==> config.mk <==
export PLATFORM = sky130hd
export DESIGN_NAME = reg_bank_reader
export DESIGN_NICKNAME = d
export VERILOG_FILES = /design/src/rtl/reg_bank_reader.sv
export SDC_FILE = /design/constraint.sdc
export NUM_CORES = 1
export LEC_CHECK = 0
export ABC_AREA = 1
export CORE_ASPECT_RATIO = 0.7
export CORE_MARGIN = 5
export CORE_UTILIZATION = 40
export CTS_CLUSTER_SIZE = 40
export DETAILED_ROUTE_END_ITERATION = 10
export GPL_TIMING_DRIVEN = 0
export PLACE_DENSITY = 0.83
export SLEW_MARGIN = 15
export SYNTH_ARGS = -nofsm -noshare
export SYNTH_HDL_FRONTEND = slang
export SYNTH_SLANG_ARGS = --single-unit
==> constraint.sdc <==
create_clock -name clock -period 1.9 [get_ports clock]
set_input_delay 0.57 -clock clock [delete_from_list [all_inputs] [get_ports clock]]
set_output_delay 0.57 -clock clock [all_outputs]
set_load 0.03 [all_outputs]
==> src/rtl/reg_bank_reader.sv <==
// ---------------------------------------------------------------------------
// reg_bank_reader
//
// Purpose:
//   Streams a burst of consecutive register values out of a bank of NREGS
//   load/clear registers. The registers' Q outputs arrive as one flat vector.
//   A read command gives a start index and a beat count. Each beat is
//   presented on data_out/data_valid and is consumed when data_ready is high.
//   The burst wraps from index NREGS-1 back to index 0.
//
// Ports:
//   clock       rising-edge clock
//   clear       synchronous active-low reset (0 = reset)
//   regs_flat   register i occupies bits [i*size +: size]
//   rd_start    read command strobe, sampled only while idle
//   rd_addr     first register index of the burst
//   rd_count    number of beats requested (clamped to NREGS)
//   busy        high while a burst is in progress
//   data_out    current beat value (snapshot taken when fetched)
//   data_valid  data_out holds a valid beat
//   data_ready  consumer accepts the beat when data_valid && data_ready
//   done        one-cycle pulse at the end of a burst or a rejected command
//   err         one-cycle pulse alongside done when the command was rejected
// ---------------------------------------------------------------------------
module reg_bank_reader #(
  parameter int size  = 8,
  parameter int NREGS = 8,
  parameter int ABITS = 3
) (
  input  logic                  clock,
  input  logic                  clear,
  input  logic [NREGS*size-1:0] regs_flat,
  input  logic                  rd_start,
  input  logic [ABITS-1:0]      rd_addr,
  input  logic [ABITS:0]        rd_count,
  output logic                  busy,
  output logic [size-1:0]       data_out,
  output logic                  data_valid,
  input  logic                  data_ready,
  output logic                  done,
  output logic                  err
);

  typedef enum logic {
    IDLE = 1'b0,
    SEND = 1'b1
  } state_t;

  // NREGS expressed in the counter width; ABITS+1 bits always hold NREGS
  // because 2**ABITS >= NREGS.
  localparam logic [ABITS:0]   NREGS_W  = NREGS[ABITS:0];
  localparam logic [ABITS-1:0] LAST_IDX = ABITS'(NREGS - 1);
  localparam logic [ABITS:0]   CNT_ZERO = '0;
  localparam logic [ABITS:0]   CNT_ONE  = (ABITS+1)'(1);

  // Unpack the flat bank into an indexable array.
  logic [size-1:0] reg_arr [NREGS];

  genvar gi;
  generate
    for (gi = 0; gi < NREGS; gi++) begin : g_unpack
      assign reg_arr[gi] = regs_flat[gi*size +: size];
    end
  endgenerate

  state_t          state_q, state_d;
  logic [ABITS-1:0] ptr_q, ptr_d;
  logic [ABITS:0]   remaining_q, remaining_d;
  logic [size-1:0]  data_out_q, data_out_d;
  logic             data_valid_q, data_valid_d;
  logic             busy_q, busy_d;
  logic             done_q, done_d;
  logic             err_q, err_d;

  // Next pointer with wrap at the last implemented register, not at 2**ABITS.
  logic [ABITS-1:0] ptr_next;
  assign ptr_next = (ptr_q == LAST_IDX) ? '0 : ptr_q + 1'b1;

  always_comb begin
    state_d      = state_q;
    ptr_d        = ptr_q;
    remaining_d  = remaining_q;
    data_out_d   = data_out_q;
    data_valid_d = data_valid_q;
    busy_d       = busy_q;
    done_d       = 1'b0;
    err_d        = 1'b0;

    unique case (state_q)
      IDLE: begin
        if (rd_start) begin
          if ({1'b0, rd_addr} >= NREGS_W) begin
            done_d = 1'b1;
            err_d  = 1'b1;
          end else if (rd_count == CNT_ZERO) begin
            done_d = 1'b1;
          end else begin
            data_out_d   = reg_arr[rd_addr];
            data_valid_d = 1'b1;
            busy_d       = 1'b1;
            ptr_d        = rd_addr;
            remaining_d  = (rd_count > NREGS_W) ? NREGS_W : rd_count;
            state_d      = SEND;
          end
        end
      end

      SEND: begin
        // data_out is a snapshot; while stalled it is simply held.
        if (data_ready) begin
          if (remaining_q > CNT_ONE) begin
            ptr_d       = ptr_next;
            data_out_d  = reg_arr[ptr_next];
            remaining_d = remaining_q - CNT_ONE;
          end else begin
            data_valid_d = 1'b0;
            busy_d       = 1'b0;
            done_d       = 1'b1;
            remaining_d  = CNT_ZERO;
            state_d      = IDLE;
          end
        end
      end

      default: state_d = IDLE;
    endcase
  end

  always_ff @(posedge clock) begin
    if (!clear) begin
      state_q      <= IDLE;
      ptr_q        <= '0;
      remaining_q  <= '0;
      data_out_q   <= '0;
      data_valid_q <= 1'b0;
      busy_q       <= 1'b0;
      done_q       <= 1'b0;
      err_q        <= 1'b0;
    end else begin
      state_q      <= state_d;
      ptr_q        <= ptr_d;
      remaining_q  <= remaining_d;
      data_out_q   <= data_out_d;
      data_valid_q <= data_valid_d;
      busy_q       <= busy_d;
      done_q       <= done_d;
      err_q        <= err_d;
    end
  end

  assign busy       = busy_q;
  assign data_out   = data_out_q;
  assign data_valid = data_valid_q;
  assign done       = done_q;
  assign err        = err_q;

endmodule

# After elaboration in Yosys (flattened, before gate mapping)
# Cells that the tools add are included.
[totals]
regBits = 18
latch_bits = 0
mem_bits_rw = 0
rom_bits = 0
output_inout_bits = 12
n_memories = 0
[classes]
add_sub_neg = 2
n_mul = 0
div = 0
n_lt_le_gt_ge = 4
n_eq_ne = 6
shift = 0
n_mux = 38
bitwise = 3
reduce_logical = 4
[op_table]
columns = ["operator", "count"]
rows = [
  ["$mux 8", 8],
  ["$bmux 8 s3", 2],
  ["$mux 4", 5],
  ["$pmux 8 s2", 1],
  ["$mux 3", 5],
  ["$mux 1", 12],
  ["$ge 4x4->1 const B", 2],
  ["$ne 2x2->1 const B", 4],
  ["$not 3->4", 2],
  ["$pmux 4 s2", 1],
  ["$reduce_and 4->1", 2],
  ["$pmux 1 s2", 3],
  ["$pmux 3 s2", 1],
  ["$gt 4x1->1 const B", 1],
  ["$gt 4x4->1 const B", 1],
  ["$logic_not 4->1", 1],
  ["$sub 4x1->4 const B", 1],
  ["$add 3x1->3 const B", 1],
  ["$eq 3x3->1 const B", 1],
  ["$reduce_and 3->1", 1],
  ["$ne 2x1->1 const B", 1],
  ["$not 1->1", 1],
]

# Depth between registers and ports, before layout
[logic_depth]
depth_word = 9
ltp_mapped = 12

# Worst setup path before layout
# Ideal clock, no wire load.
[synth_path]
path_type = "register -> register"
from = "reg ptr_q[0]"
to = "reg data_out_q[1], in the netlist data_out[1]"
setup_ns = 0.117
t_arrival_ns = 1.432
required_ns = 1.783
path_slack_ns = 0.351
stages_incl_launch_ff = 12
synth_period_minus_slack_ns = 1.549
cell_sequence = "dfxtp_1 > ha_1 > ha_1 > nor2_2 > buf_2 > nand2_1 > nand3_1 > nand2_1 > nand2_1 > nand2_1 > nor2_1 > nor2_1"
[synth_via]
elab_chain_len = 9
elab_cells_between_ends = 10
[synth_lines]
columns = ["element", "line_no", "text"]
rows = [
  ["from (decl)", "67", "logic [ABITS-1:0] ptr_q, ptr_d;"],
  ["from (signal assigned)", "141", "ptr_q <= ptr_d;"],
  ["$add 3x1->3 or $eq 3x3->1 (tied branches)", "77", "assign ptr_next = (ptr_q == LAST_IDX) ? '0 : ptr_q + 1'b1;"],
  ["$mux 3 (*)", "77", ""],
  ["$not 3->4 (implied by the code) (*)", "113", "data_out_d = reg_arr[ptr_next];"],
  ["$bmux 8 s3 (*)", "113", ""],
  ["$mux 8 (implied by the code) (*) (2 in a row)", "113", ""],
  ["$mux 8 (*)", "111", "if (remaining_q > CNT_ONE) begin"],
  ["$mux 8 (*)", "110", "if (data_ready) begin"],
  ["$pmux 8 s2 (*)", "89", "unique case (state_q)"],
  ["to (signal assigned)", "143", "data_out_q <= data_out_d;"],
  ["to (decl)", "69", "logic [size-1:0] data_out_q, data_out_d;"],
]
# Every way passes the cells marked *; elsewhere a longest branch is shown, timed or not. The select of a mux whose other input is x is not followed.
# A chain may end at the register's enable or synchronous reset.

# Final worst setup path
[layout_path]
from = "reg data_out_q[7], in the netlist data_out[7]"
to = "out data_out[7]"
[layout_rtl]
columns = ["element", "line_no", "text"]
rows = [
  ["to (decl)", "37", "output logic [size-1:0] data_out,"],
]
# No word-level cell between the ends.

==> impl_results.md <==
* Status: finished clean
* Hold Crit Start: remaining_q[2]$_SDFFE_PN0P_
* WHS Path Cells at 2
* Fin cells at 640
* Worst r2r src: ptr_q[0]$_SDFFE_PN0P_
* WP data arrival at 1.28 ns
* Tot Pwr at around 1900 uW
* Iter 0 DRT Violations at around 400
* CTS sink count at 18
* Final WL at approximately 9000 um
* VDD IR-drop max at roughly 0.38 mV
* Final Cycle Share at 0.9761
* All-layer global routing usage at 0.2328
* CP top delay family: buffers and inverters
* Clk_skew at 0.003652 ns
* Hold EP: remaining_q[2]$_SDFFE_PN0P_
* CP Max Fanout at 2
* FF-to-FF End: data_out[0]$_SDFFE_PN0P_
* Vias per cell at ~5.2
* CTS Hold Buffers Added at 0
* Die height at 74.01 um
* Placed cells at 636
* CTS Buffer Depth at 2
* CTS tree: built
* Sequential Area at 361.6 um^2
* Synth warnings at 0
* Worst R2R Path Depth at 10
* Initial core utilization at 0.4108
* CP Cell Sequence: clkdlybuf4s50_1
* Dpl hpwl at between 6000 and 7000 um
* CP Class: reg -> out
* Critical Path Start: data_out[7]$_SDFFE_PN0P_
* CP startpoint kind: register
* Syn_area_per_cell at 4.897 um^2
* Global route overflow at 0
* Number of fill cells at 558
* Final net count at 646
* Max_slew headroom at 0.5528
* DRC viols at 0
* Largest net degree at the start of global routing at 11
* Total number of vias at 3325
* Max-slew violations at 0
* Worst Hold Class: reg -> reg
* Post-synthesis mux area share at 0
* Min Hold Slack at 0.4831 ns
* Synth Net Count at 557
* Routed len/inst at 14.32 um
* Synth unique cells at 21
* R2R Setup Slk at 0.09 ns
* Largest family of logic cells by synthesized area: simple AND/OR/NAND/NOR gates
* Util after Layout at 0.5905
* Lkg Pwr at 0.001838 uW
* H-tree depth at 1
* XOR/XNOR Fraction of Synth Area at 0.003741
* # rows at 23
* Area of the die at 7507 um^2
* Worst path max stage delay at 0.68 ns
* Core area at about 5700 um^2
* Syn Std Cell Area at 2341 um^2
* Worst path required time at about 1.3 ns
* Number of global-route vias before repair at 3142
* Clk pin slew, worst setup/hold paths at about 0.070 ns
* RSZ-0062 raised after global routing: false
* Simple-Gate Fraction of Synth Area at 0.5591
* 1st-pass router iterations at 6
* Antenna Nets Post-Route at 0
* Fmax achieved at 0.5392 GHz
* Final setup vio count at 0
* Worst-Margin Slew at 0.6684 ns
* Global-route wire length before repair at approximately 14000 um
* Initial antenna violation count at 0
* CP max-delay cell: clkdlybuf4s50_1
* Skew-Pair Late Insertion Delay at 0.25 ns
* Multi-input logic area at 1543 um^2
* Die width at 101.4 um
* Register area share after synthesis at 0.1539
* PD cells at between 500 and 600 nW/um^2
* Root buffer cell: clkbuf_8
* Worst setup EP type: primary output
* IO Port Bufs at 83
* Share of cells above drive strength 1 at 0.06903
* Area Overhead vs Synth at 43.72%
* Routability Congestion at 0.9392
* Adder-cell area share of the yosys netlist at 0.02138
* Final worst path period need at 1.855 ns
* I/O pin count at 87
* Compound-Gate Fraction of Synth Area at 0.06895
* CP bufs+invs at 1
* Final Hold Viols at 0
* CTS Buf Count at 3
* Post-synthesis register bit count at 18
* Synthesized instance count at approximately 480
* Max cap viols at 0
* Antenna Cells at 0
## cells by family (layout without fill, tap and decap cells)
logic type               count (synthesis)  in the layout
adder cells (fa/ha/maj)                  4              4
XOR/XNOR                                 1              1
AO/OA/AOI/OAI                           32             32
flip-flops                              18             18
other                                    1              1
buffers and inverters                  106            193
AND/OR/NAND/NOR                        316            316
## Yosys cell counts
library cell | n | share of area
conb_1 | 1 | 0.0016
buf_2 | 19 | 0.041
nand3_1 | 86 | 0.18
nor2_2 | 2 | 0.0053
a31oi_1 | 1 | 0.0027
nor2_4 | 1 | 0.0048
buf_4 | 3 | 0.0096
dfxtp_1 | 18 | 0.15
buf_6 | 2 | 0.0096
xnor2_1 | 1 | 0.0037
a21oi_1 | 12 | 0.026
o21ai_0 | 14 | 0.030
inv_1 | 75 | 0.12
clkbuf_1 | 1 | 0.0016
o21ai_1 | 5 | 0.011
nand2_1 | 199 | 0.32
ha_1 | 4 | 0.021
nor2_1 | 27 | 0.043
nand2_2 | 1 | 0.0027
clkinv_1 | 2 | 0.0032
inv_2 | 4 | 0.0064
## final cells by class
class                           instances  share of cell area
Inverter                               81             0.09037
Buffer                                 25             0.05467
Tap cell                               75             0.02789
Multi-Input combinational cell        354              0.4585
Sequential cell                        18              0.1075
Timing Repair Buffer                   84              0.2488
Clock buffer                            3             0.01227
## flip-flops by register name (all words and copies together), names as in the netlist
signal and flops:
data_out 8, busy 1, done 1, remaining_q 4
state_q 1, ptr_q 3
## worst max-delay path by stage
stage	to	depth (start not counted)
floorplan	data_out[1]$_SDFFE_PN0P_	11
global placement	data_out[7]$_SDFFE_PN0P_	9
detailed placement	data_out[7]$_SDFFE_PN0P_	9
CTS	data_out[7]$_SDFFE_PN0P_	9
global route	data_out[1]$_SDFFE_PN0P_	9
finish	data_out[7]	1
## through the flow
stage / area, um^2 / setup slack (ns) / TNS [ns]
CTS: 3313 / 0.01065 / 0
detailed placement: 3266 / -0.2415 / -1.727
global route: 3364 / 0.002524 / 0
floorplan: 2341 / 0.3507 / 0
global placement: 3266 / -0.2237 / -1.609
finish: 3364 / 0.04549 / 0
## metal layers
layer | vias up | share of wire | track usage | wire [um]
li1 | 1634 | - | - | -
met1 | 1455 | 0.41 | 0.3096 | 3718
met2 | 219 | 0.45 | 0.3841 | 4164
met3 | 17 | 0.12 | 0.04873 | 1140
met4 | 0 | 0.015 | 0.06785 | 142
met5 | - | 0 | 0 | 0
## cell usage in the layout (no fill, tap or decap)
cell,n
a21oi_1,12
a31oi_1,1
buf_2,13
buf_4,3
buf_6,8
clkbuf_1,1
clkbuf_4,1
clkbuf_8,3
clkdlybuf4s50_1,81
clkinv_1,2
conb_1,1
dfxtp_1,17
dfxtp_2,1
dlygate4sd2_1,1
dlymetal6s2s_1,1
ha_1,4
inv_1,75
inv_2,4
nand2_1,198
nand2_2,2
nand3_1,86
nor2_1,26
nor2_2,2
nor2_4,2
o21ai_0,13
o21ai_1,6
xnor2_1,1
## what timing repair did
action                     CTS  global route
setup buffers                0             0
gates resized for setup      4            19
cloned                       0             1
setup endpoints to repair    5            10
## report_power, final
group / switching, uW / total (uW) / internal, uW
sequential: 33.5 / 461 / 428
combinational: 698 / 1190 / 492
clock: 124 / 265 / 141
## worst reg2reg max path, stage by stage, from the launching register on
cell and delay (ns):
dfxtp_2 0.35, ha_1 0.28, buf_2 0.23, inv_2 0.13, clkbuf_4 0.23, nand3_1 0.12, nand2_1 0.08, nand2_1 0.06
nand2_1 0.06, nor2_1 0.14, nor2_1 0.05
Power figures use the tool's default switching activity.
